<file path="src/rtl/fifo_ctrl.sv">
// FIFO controller: pointers, occupancy count, flags and a small life-cycle FSM
// for an externally attached synchronous storage array.
module fifo_ctrl #(
  parameter int ADDR_W = 3,
  parameter int DEPTH  = 8,
  parameter int AF_DEF = 6,
  parameter int AE_DEF = 1
) (
  input  logic              clk,
  input  logic              reset_L,
  input  logic              init,
  input  logic [3:0]        af_thr,
  input  logic [3:0]        ae_thr,
  input  logic              push,
  input  logic              pop,
  output logic              we,
  output logic              re,
  output logic [ADDR_W-1:0] wr_addr,
  output logic [ADDR_W-1:0] rd_addr,
  output logic              valid,
  output logic [ADDR_W:0]   count,
  output logic              full,
  output logic              empty,
  output logic              almost_full,
  output logic              almost_empty,
  output logic              error,
  output logic [2:0]        state
);

  localparam int CW = ADDR_W + 1;

  typedef enum logic [2:0] {
    S_RESET  = 3'd0,
    S_INIT   = 3'd1,
    S_IDLE   = 3'd2,
    S_ACTIVE = 3'd3,
    S_ERROR  = 3'd4
  } state_t;

  state_t              r_state;
  state_t              w_state_nxt;
  logic [ADDR_W-1:0]   r_wp;
  logic [ADDR_W-1:0]   r_rp;
  logic [ADDR_W:0]     r_cnt;
  logic [ADDR_W:0]     w_cnt_nxt;
  logic [3:0]          r_af;
  logic [3:0]          r_ae;
  logic                r_valid;
  logic                w_active;
  logic                w_we;
  logic                w_re;
  logic                w_ovf;
  logic                w_udf;
  logic                w_full;
  logic                w_empty;

  function automatic logic [ADDR_W-1:0] ptr_inc(input logic [ADDR_W-1:0] p);
    return (p == ADDR_W'(DEPTH - 1)) ? '0 : p + ADDR_W'(1);
  endfunction

  // Occupancy flags derived purely from the registered count.
  always_comb begin
    w_empty      = (r_cnt == '0);
    w_full       = (r_cnt == CW'(DEPTH));
    almost_full  = (32'(r_cnt) >= 32'(r_af));
    almost_empty = (32'(r_cnt) <= 32'(r_ae));
  end

  // Request acceptance, error detection and next occupancy.
  always_comb begin
    w_active  = (r_state == S_IDLE) || (r_state == S_ACTIVE);
    w_we      = w_active & push & (~w_full | pop);
    w_re      = w_active & pop & ~w_empty;
    w_ovf     = push & w_full & ~pop;
    w_udf     = pop & w_empty;
    w_cnt_nxt = r_cnt;
    if (w_we && !w_re)
      w_cnt_nxt = r_cnt + CW'(1);
    else if (w_re && !w_we)
      w_cnt_nxt = r_cnt - CW'(1);
  end

  // Next-state logic; init overrides everything except the RESET exit.
  always_comb begin
    w_state_nxt = r_state;
    if (r_state == S_RESET) begin
      w_state_nxt = S_INIT;
    end else if (init) begin
      w_state_nxt = S_INIT;
    end else begin
      case (r_state)
        S_INIT:   w_state_nxt = S_IDLE;
        S_IDLE: begin
          if (w_ovf || w_udf)  w_state_nxt = S_ERROR;
          else if (w_we)       w_state_nxt = S_ACTIVE;
        end
        S_ACTIVE: begin
          if (w_ovf || w_udf)        w_state_nxt = S_ERROR;
          else if (w_cnt_nxt == '0)  w_state_nxt = S_IDLE;
        end
        S_ERROR:  w_state_nxt = S_ERROR;
        default:  w_state_nxt = S_RESET;
      endcase
    end
  end

  // State register.
  always_ff @(posedge clk or negedge reset_L) begin
    if (!reset_L) r_state <= S_RESET;
    else          r_state <= w_state_nxt;
  end

  // Pointers and count; cleared whenever the FSM is heading into INIT.
  always_ff @(posedge clk or negedge reset_L) begin
    if (!reset_L) begin
      r_wp  <= '0;
      r_rp  <= '0;
      r_cnt <= '0;
    end else if (w_state_nxt == S_INIT) begin
      r_wp  <= '0;
      r_rp  <= '0;
      r_cnt <= '0;
    end else begin
      if (w_we) r_wp <= ptr_inc(r_wp);
      if (w_re) r_rp <= ptr_inc(r_rp);
      r_cnt <= w_cnt_nxt;
    end
  end

  // Threshold latches, transparent only while in INIT.
  always_ff @(posedge clk or negedge reset_L) begin
    if (!reset_L) begin
      r_af <= 4'(AF_DEF);
      r_ae <= 4'(AE_DEF);
    end else if (r_state == S_INIT) begin
      r_af <= af_thr;
      r_ae <= ae_thr;
    end
  end

  // Read data from storage is registered, so valid trails re by one cycle.
  always_ff @(posedge clk or negedge reset_L) begin
    if (!reset_L) r_valid <= 1'b0;
    else          r_valid <= w_re;
  end

  // Output mapping.
  always_comb begin
    we      = w_we;
    re      = w_re;
    wr_addr = r_wp;
    rd_addr = r_rp;
    valid   = r_valid;
    count   = r_cnt;
    full    = w_full;
    empty   = w_empty;
    error   = (r_state == S_ERROR);
    state   = r_state;
  end

endmodule

</file>
<file path="config.mk">
export PLATFORM = sky130hd
export DESIGN_NAME = fifo_ctrl
export DESIGN_NICKNAME = d
export VERILOG_FILES = /design/src/rtl/fifo_ctrl.sv
export SDC_FILE = /design/constraint.sdc
export NUM_CORES = 1
export LEC_CHECK = 0
export CAP_MARGIN = 0
export CELL_PAD_IN_SITES_DETAIL_PLACEMENT = 0
export CELL_PAD_IN_SITES_GLOBAL_PLACEMENT = 1
export CORE_UTILIZATION = 36
export CTS_CLUSTER_DIAMETER = 50
export DETAILED_ROUTE_END_ITERATION = 10
export HOLD_SLACK_MARGIN = 0.1
export PLACE_DENSITY = 0.85
export SETUP_SLACK_MARGIN = 0.5
export SLEW_MARGIN = 20
export SYNTH_ARGS = -nofsm -noshare
export SYNTH_HDL_FRONTEND = slang
export SYNTH_SLANG_ARGS = --single-unit
</file>
<file path="constraint.sdc">
create_clock -name clk -period 2.7 [get_ports clk]
set_input_delay 0.27 -clock clk [delete_from_list [all_inputs] [get_ports clk]]
set_output_delay 0.27 -clock clk [all_outputs]
set_load 0.02 [all_outputs]
</file>
======== Word-level counts from Yosys, hierarchy flattened ========
Index checks and enable logic that the tools add are counted.
storage, ports and cells
  ROM bits ................................ 0
  word-level logic and storage cells ...... 59
  register bits after elaboration ......... 22
  bits in writable memories ............... 0
  latch bits .............................. 0
  input bits .............................. 13
  memories kept ........................... 0
  output and inout bits ................... 21
operators by class
  shift operators ......................... 0
  multiplexer cells ....................... 16
  magnitude comparators ................... 2
  add/subtract/negate cells ............... 4
  bitwise gates (word level) .............. 11
  equal/unequal tests ..................... 8
  multipliers ............................. 0
  reductions and logical operators ........ 11
  div/mod/pow operators ................... 0
operators with widths
  operator               number
  $mux W3                12
  $mux W4                3
  $pmux W3 S4            1
  $eq A3 B3 Y1 const B   3
  $logic_not A4 Y1       2
  $and A1 B1 Y1          7
  $add A3 B1 Y3 const B  2
  $eq A3 B1 Y1 const B   2
  $eq A3 B2 Y1 const B   2
  $add A4 B1 Y4 const B  1
  $eq A4 B4 Y1 const B   1
  $ge A4 B4 Y1           1
  $le A4 B4 Y1           1
  $reduce_bool A2 Y1     2
  $sub A4 B1 Y4 const B  1
  $logic_not A3 Y1       1
  $not A1 Y1             3
  $logic_and A1 B1 Y1    2
  $logic_not A1 Y1       2
  $logic_or A1 B1 Y1     2
  $or A1 B1 Y1           1

======== Longest topological paths before layout ========
  depth after elaboration ................. 16
  depth in mapped cells ................... 7
  mapped depth without buffers ............ 7

======== Worst setup path after synthesis ========
Ideal clock, no wire load.
  path type ............................... register to register
  start ................................... register r_cnt[0], in the netlist count[0]
  end ..................................... register r_state[0], in the netlist state[0]
  stages on the path, launching flop included .. 8
  period minus slack after synthesis ...... 2.297 ns
  library setup time ...................... 0.145 ns
  slack ................................... 0.403 ns
  path buffers ............................ 0
  arrival time ............................ 2.151 ns
  data required time ...................... 2.555 ns
  path through ............................ dfrtp_1 > inv_1 > ha_1 > nor3b_4 > nor2_4 > or4_1 > o311ai_1 > a41oi_1
between the ends
  elaborated cells between the ends (all ways) .. 27
  classes of those cells .................. add/sub: 2; eq/ne: 1; mux: 9; bitwise: 8; reduce/logical: 7
RTL lines
  element                                                  RTL line  text
  start, declared                                          44        logic [ADDR_W:0] r_cnt;
  start signal, assigned                                   126       r_cnt <= w_cnt_nxt;
  $logic_not A4 Y1 (*)                                     63        w_empty = (r_cnt == '0);
  net empty                                                23        output logic empty,
  $not A1 Y1 (*)                                           73        w_re = w_active & pop & ~w_empty;
  $and A1 B1 Y1 (*)                                        73
  net re                                                   17        output logic re,
  $logic_and A1 B1 Y1 or $logic_not A1 Y1 (tied branches)  79, 77
  $mux W4 or $logic_and A1 B1 Y1 (tied branches)           79, 77
  $mux W4 (*)                                              77        if (w_we && !w_re)
  $logic_not A4 Y1 (*)                                     99        else if (w_cnt_nxt == '0) w_state_nxt = S_IDLE;
  $mux W3 (*)                                              99
  $mux W3 (*)                                              98        if (w_ovf || w_udf) w_state_nxt = S_ERROR;
  $pmux W3 S4 (*)                                          91        case (r_state)
  $mux W3 (*)                                              88        end else if (init) begin
  $mux W3 (*)                                              86        if (r_state == S_RESET) begin
  net w_state_nxt[0]                                       41        state_t w_state_nxt;
  end signal, assigned                                     110       else r_state <= w_state_nxt;
  end, declared                                            40        state_t r_state;
Mark *: on every way through the listed nets, which the timed path passes. The rest lies on a longest branch.
A chain may end at the register's enable or synchronous reset.

======== Worst setup path in the final report ========
  start ................................... register r_cnt[1], in the netlist count[1]
  end ..................................... output almost_empty
between the ends
  word-level cells in the longest chain between the ends .. 1
ends and longest elaborated chain
  element        RTL line  text
  $le A4 B4 Y1   66        almost_empty = (32'(r_cnt) <= 32'(r_ae));
  end, declared  25        output logic almost_empty,
Every way passes these cells.

==> results.txt <==
Status = complete, no violations
Port bufs = 33
Die Wd = 63.2 um
Die height = 63.2 um
GR Overflow Total = 0
Worst-margin pin slew = 0.447 ns
YS warnings = 0
Post-synthesis async set-or-reset flop share = 100%
Starting DRC count in detailed routing = 70
Final TNS setup = 0 ns
Flop2flop setup slack = 0.62 ns
# setup viols final = 0
RSZ-0062 raised after global routing = false
Avg WL per Cell = 13.2 um
Initial Util = 38.9%
Avg Inst Size Synth = 9.36 um2
CTS Sinks = 22
Clock slew at reported path FFs = 0.08 ns
Non-filler cells, final = 228
DRC = 0
Setup slack at placement = 0.417 ns
Register area share after synthesis = 41.1%
Routed via count = 1188
TritonRoute pass-1 iters = 4
Hold Buf Count CTS = 0
CTS tree = built
Instance count of the mapped netlist = 144
Top-area cell type share of the netlist area = 35.3%
Post-route setup slack = 0.595 ns
Initial antenna violation count = 0
Max-cap viol count = 0
Root buf cell = clkbuf_8
Arrival @ worst endpoint = 1.83 ns
Prevailing post-synth register cell = dfrtp_1
CP Launch Type = flip-flop
Crit Path Class = reg -> out
Number of synthesized flops with an enable pin = 0
Clk_lat worst skew = 0.26 ns
Critical path, cell by cell = ha_1 -> nor2b_1 -> o21ai_0 -> nand2b_1 -> a21oi_1 -> a41o_1 -> clkbuf_2
Final HPWL DP = 2200 um
Number of global-route vias before repair = 1080
Pin count of the biggest net entering global routing = 23
Core box area = 3470 um2
Routed Antenna Nets = 0
ANT cells = 0
Fraction of layout cells with a size suffix above 1 = 12.6%
CTS buffer count = 3
Slew headroom = 70.2%
Clk_skew = 0.00614 ns
I/O pins = 34
Placer Congestion = 0.818
Global-route wire length before repair = 5000 um
Cell Area, Synth = 1350 um2
CP max stage delay = 0.46 ns
Leak = 0.000797 uW
Row count = 21
PwrDens = 787 nW/um2
Fillers = 326
Worst-path maximum fanout = 8
CP max stage cell = dfrtp_2
Tmin final = 2.10 ns
HP Class = in -> async
Post-Place Cells = 220
Fin. max-slew vios = 0
CP required = 2.43 ns
Syn Nets = 171
Dpl cell area = 1730 um2
Number of vias per cell = 5.21
FF+latch count, synth = 22
Period utilisation layout = 78.0%
Area Overhead vs Synth = 33.4%
Clk buf depth = 2
Ranking of synthesized cells by area = dfrtp_1 (35%), ha_1 (13%), dfstp_2 (5.8%)
VDD IR max = 0.259 mV
Synth area leader = dfrtp_1
Nets = 210
Die Footprint = 3990 um2
DRT Wirelength = 3020 um
Final hold viol count = 0
F_max = 475 MHz
H-tree Lvls = 1
GRT Util Overall = 15.8%
Unique masters post-synth = 38
Crit end category = output pin
Finished Cell Area = 1800 um2
[Yosys cell counts (all sizes together) (2+ instances only)]
master / number
a21oi: 9
a31oi: 3
clkbuf: 3
dfrtp: 19
dfstp: 3
ha: 14
inv: 13
mux2: 2
mux2i: 4
nand2: 11
nand2b: 4
nand3b: 2
nor2: 15
nor2b: 3
nor3: 6
o21ai: 12
or2: 2
or4: 2
xnor2: 2
[critical path, delay by kind of cell (launching register included)]
family | cells | cell delay (ns)
fa+ha+maj | 1 | 0.33
compound gates | 3 | 0.42
buf+inv | 1 | 0.17
flops | 1 | 0.46
simple gates | 2 | 0.21
[area by class of cell]
class | count | area [um2] | area share [%]
Clock buffer | 4 | 45.0 | 2.51
Inverter | 13 | 48.8 | 2.71
Multi-Input combinational cell | 105 | 736 | 40.9
Sequential cell | 22 | 557 | 31.0
Tap cell | 46 | 57.6 | 3.20
Timing Repair Buffer | 38 | 354 | 19.7
[placed cells by master, fill, tap and decap left out, types with 3 or more instances in the layout]
cell,instances
nor2_1,14
ha_1,13
buf_4,5
clkbuf_8,3
nand2_1,10
a21oi_1,9
o21ai_0,11
dlygate4sd2_1,3
nor2b_1,3
nor3_1,6
clkdlybuf4s50_1,28
mux2i_1,4
inv_1,12
dfrtp_1,17
nand2b_1,4
dfstp_2,3
a31oi_1,3
[cell families (layout without fill, tap and decap cells)]
family / Yosys count / count (layout) / synth area share (%)
mux: 6 / 6 / 4.64
xor+xnor: 2 / 2 / 1.30
fa+ha+maj: 14 / 14 / 13.0
flops: 22 / 22 / 41.1
buf+inv: 17 / 55 / 4.83
compound gates: 31 / 31 / 13.8
simple gates: 52 / 52 / 21.3
[path summary, 6_finish.rpt]
path / start / to / depth (start not counted)
max in group asynchronous: reset_L / r_af[1]$_DFFE_PN1P_ / 2
worst min-delay path: reset_L / count[0]$_DFF_PN0_ / 2
min in group clk: r_af[1]$_DFFE_PN1P_ / r_af[1]$_DFFE_PN1P_ / 2
worst min register to register: r_af[1]$_DFFE_PN1P_ / r_af[1]$_DFFE_PN1P_ / 2
worst max-delay path: count[1]$_DFF_PN0_ / almost_empty / 7
worst max register to register: count[0]$_DFF_PN0_ / state[0]$_DFF_PN0_ / 7
[power breakdown]
group	switching, uW	internal [uW]	leakage [uW]
Combinational	398	316	0.000494
Clock	99.0	105	0.0000228
Sequential	62.4	434	0.000280
Total	560	855	0.000797
[registers in the layout, summed over array words and instances, names as in the netlist]
| name | cells |
|---|---|
| count | 4 |
| r_ae | 4 |
| r_af | 4 |
| rd_addr | 3 |
| state | 3 |
| wr_addr | 3 |
| valid | 1 |
[stage by stage]
stage	util [%]	hold WS, ns	total power, uW
2_1_floorplan	-	-0.0256	982
3_3_place_gp	49.9	0.493	1190
3_5_place_dp	49.9	0.510	1210
4_1_cts	51.3	0.363	1410
5_1_grt	51.8	0.394	1530
6_report	51.8	0.356	1410
[metal layers]
metal | up-vias | global-route usage, % | part of all wire [%]
li1 | 579 | - | -
met1 | 574 | 22.9 | 48
met2 | 31 | 24.3 | 47
met3 | 4 | 2.17 | 3.5
met4 | 0 | 4.26 | 1.3
met5 | - | 0 | 0
[what timing repair did]
item / CTS / global route
pin swaps: 0 / 1
endpoints found under the setup margin: 5 / 4
setup buffers: 1 / 3
gates resized for setup: 6 / 5
Power figures use the tool's default switching activity.
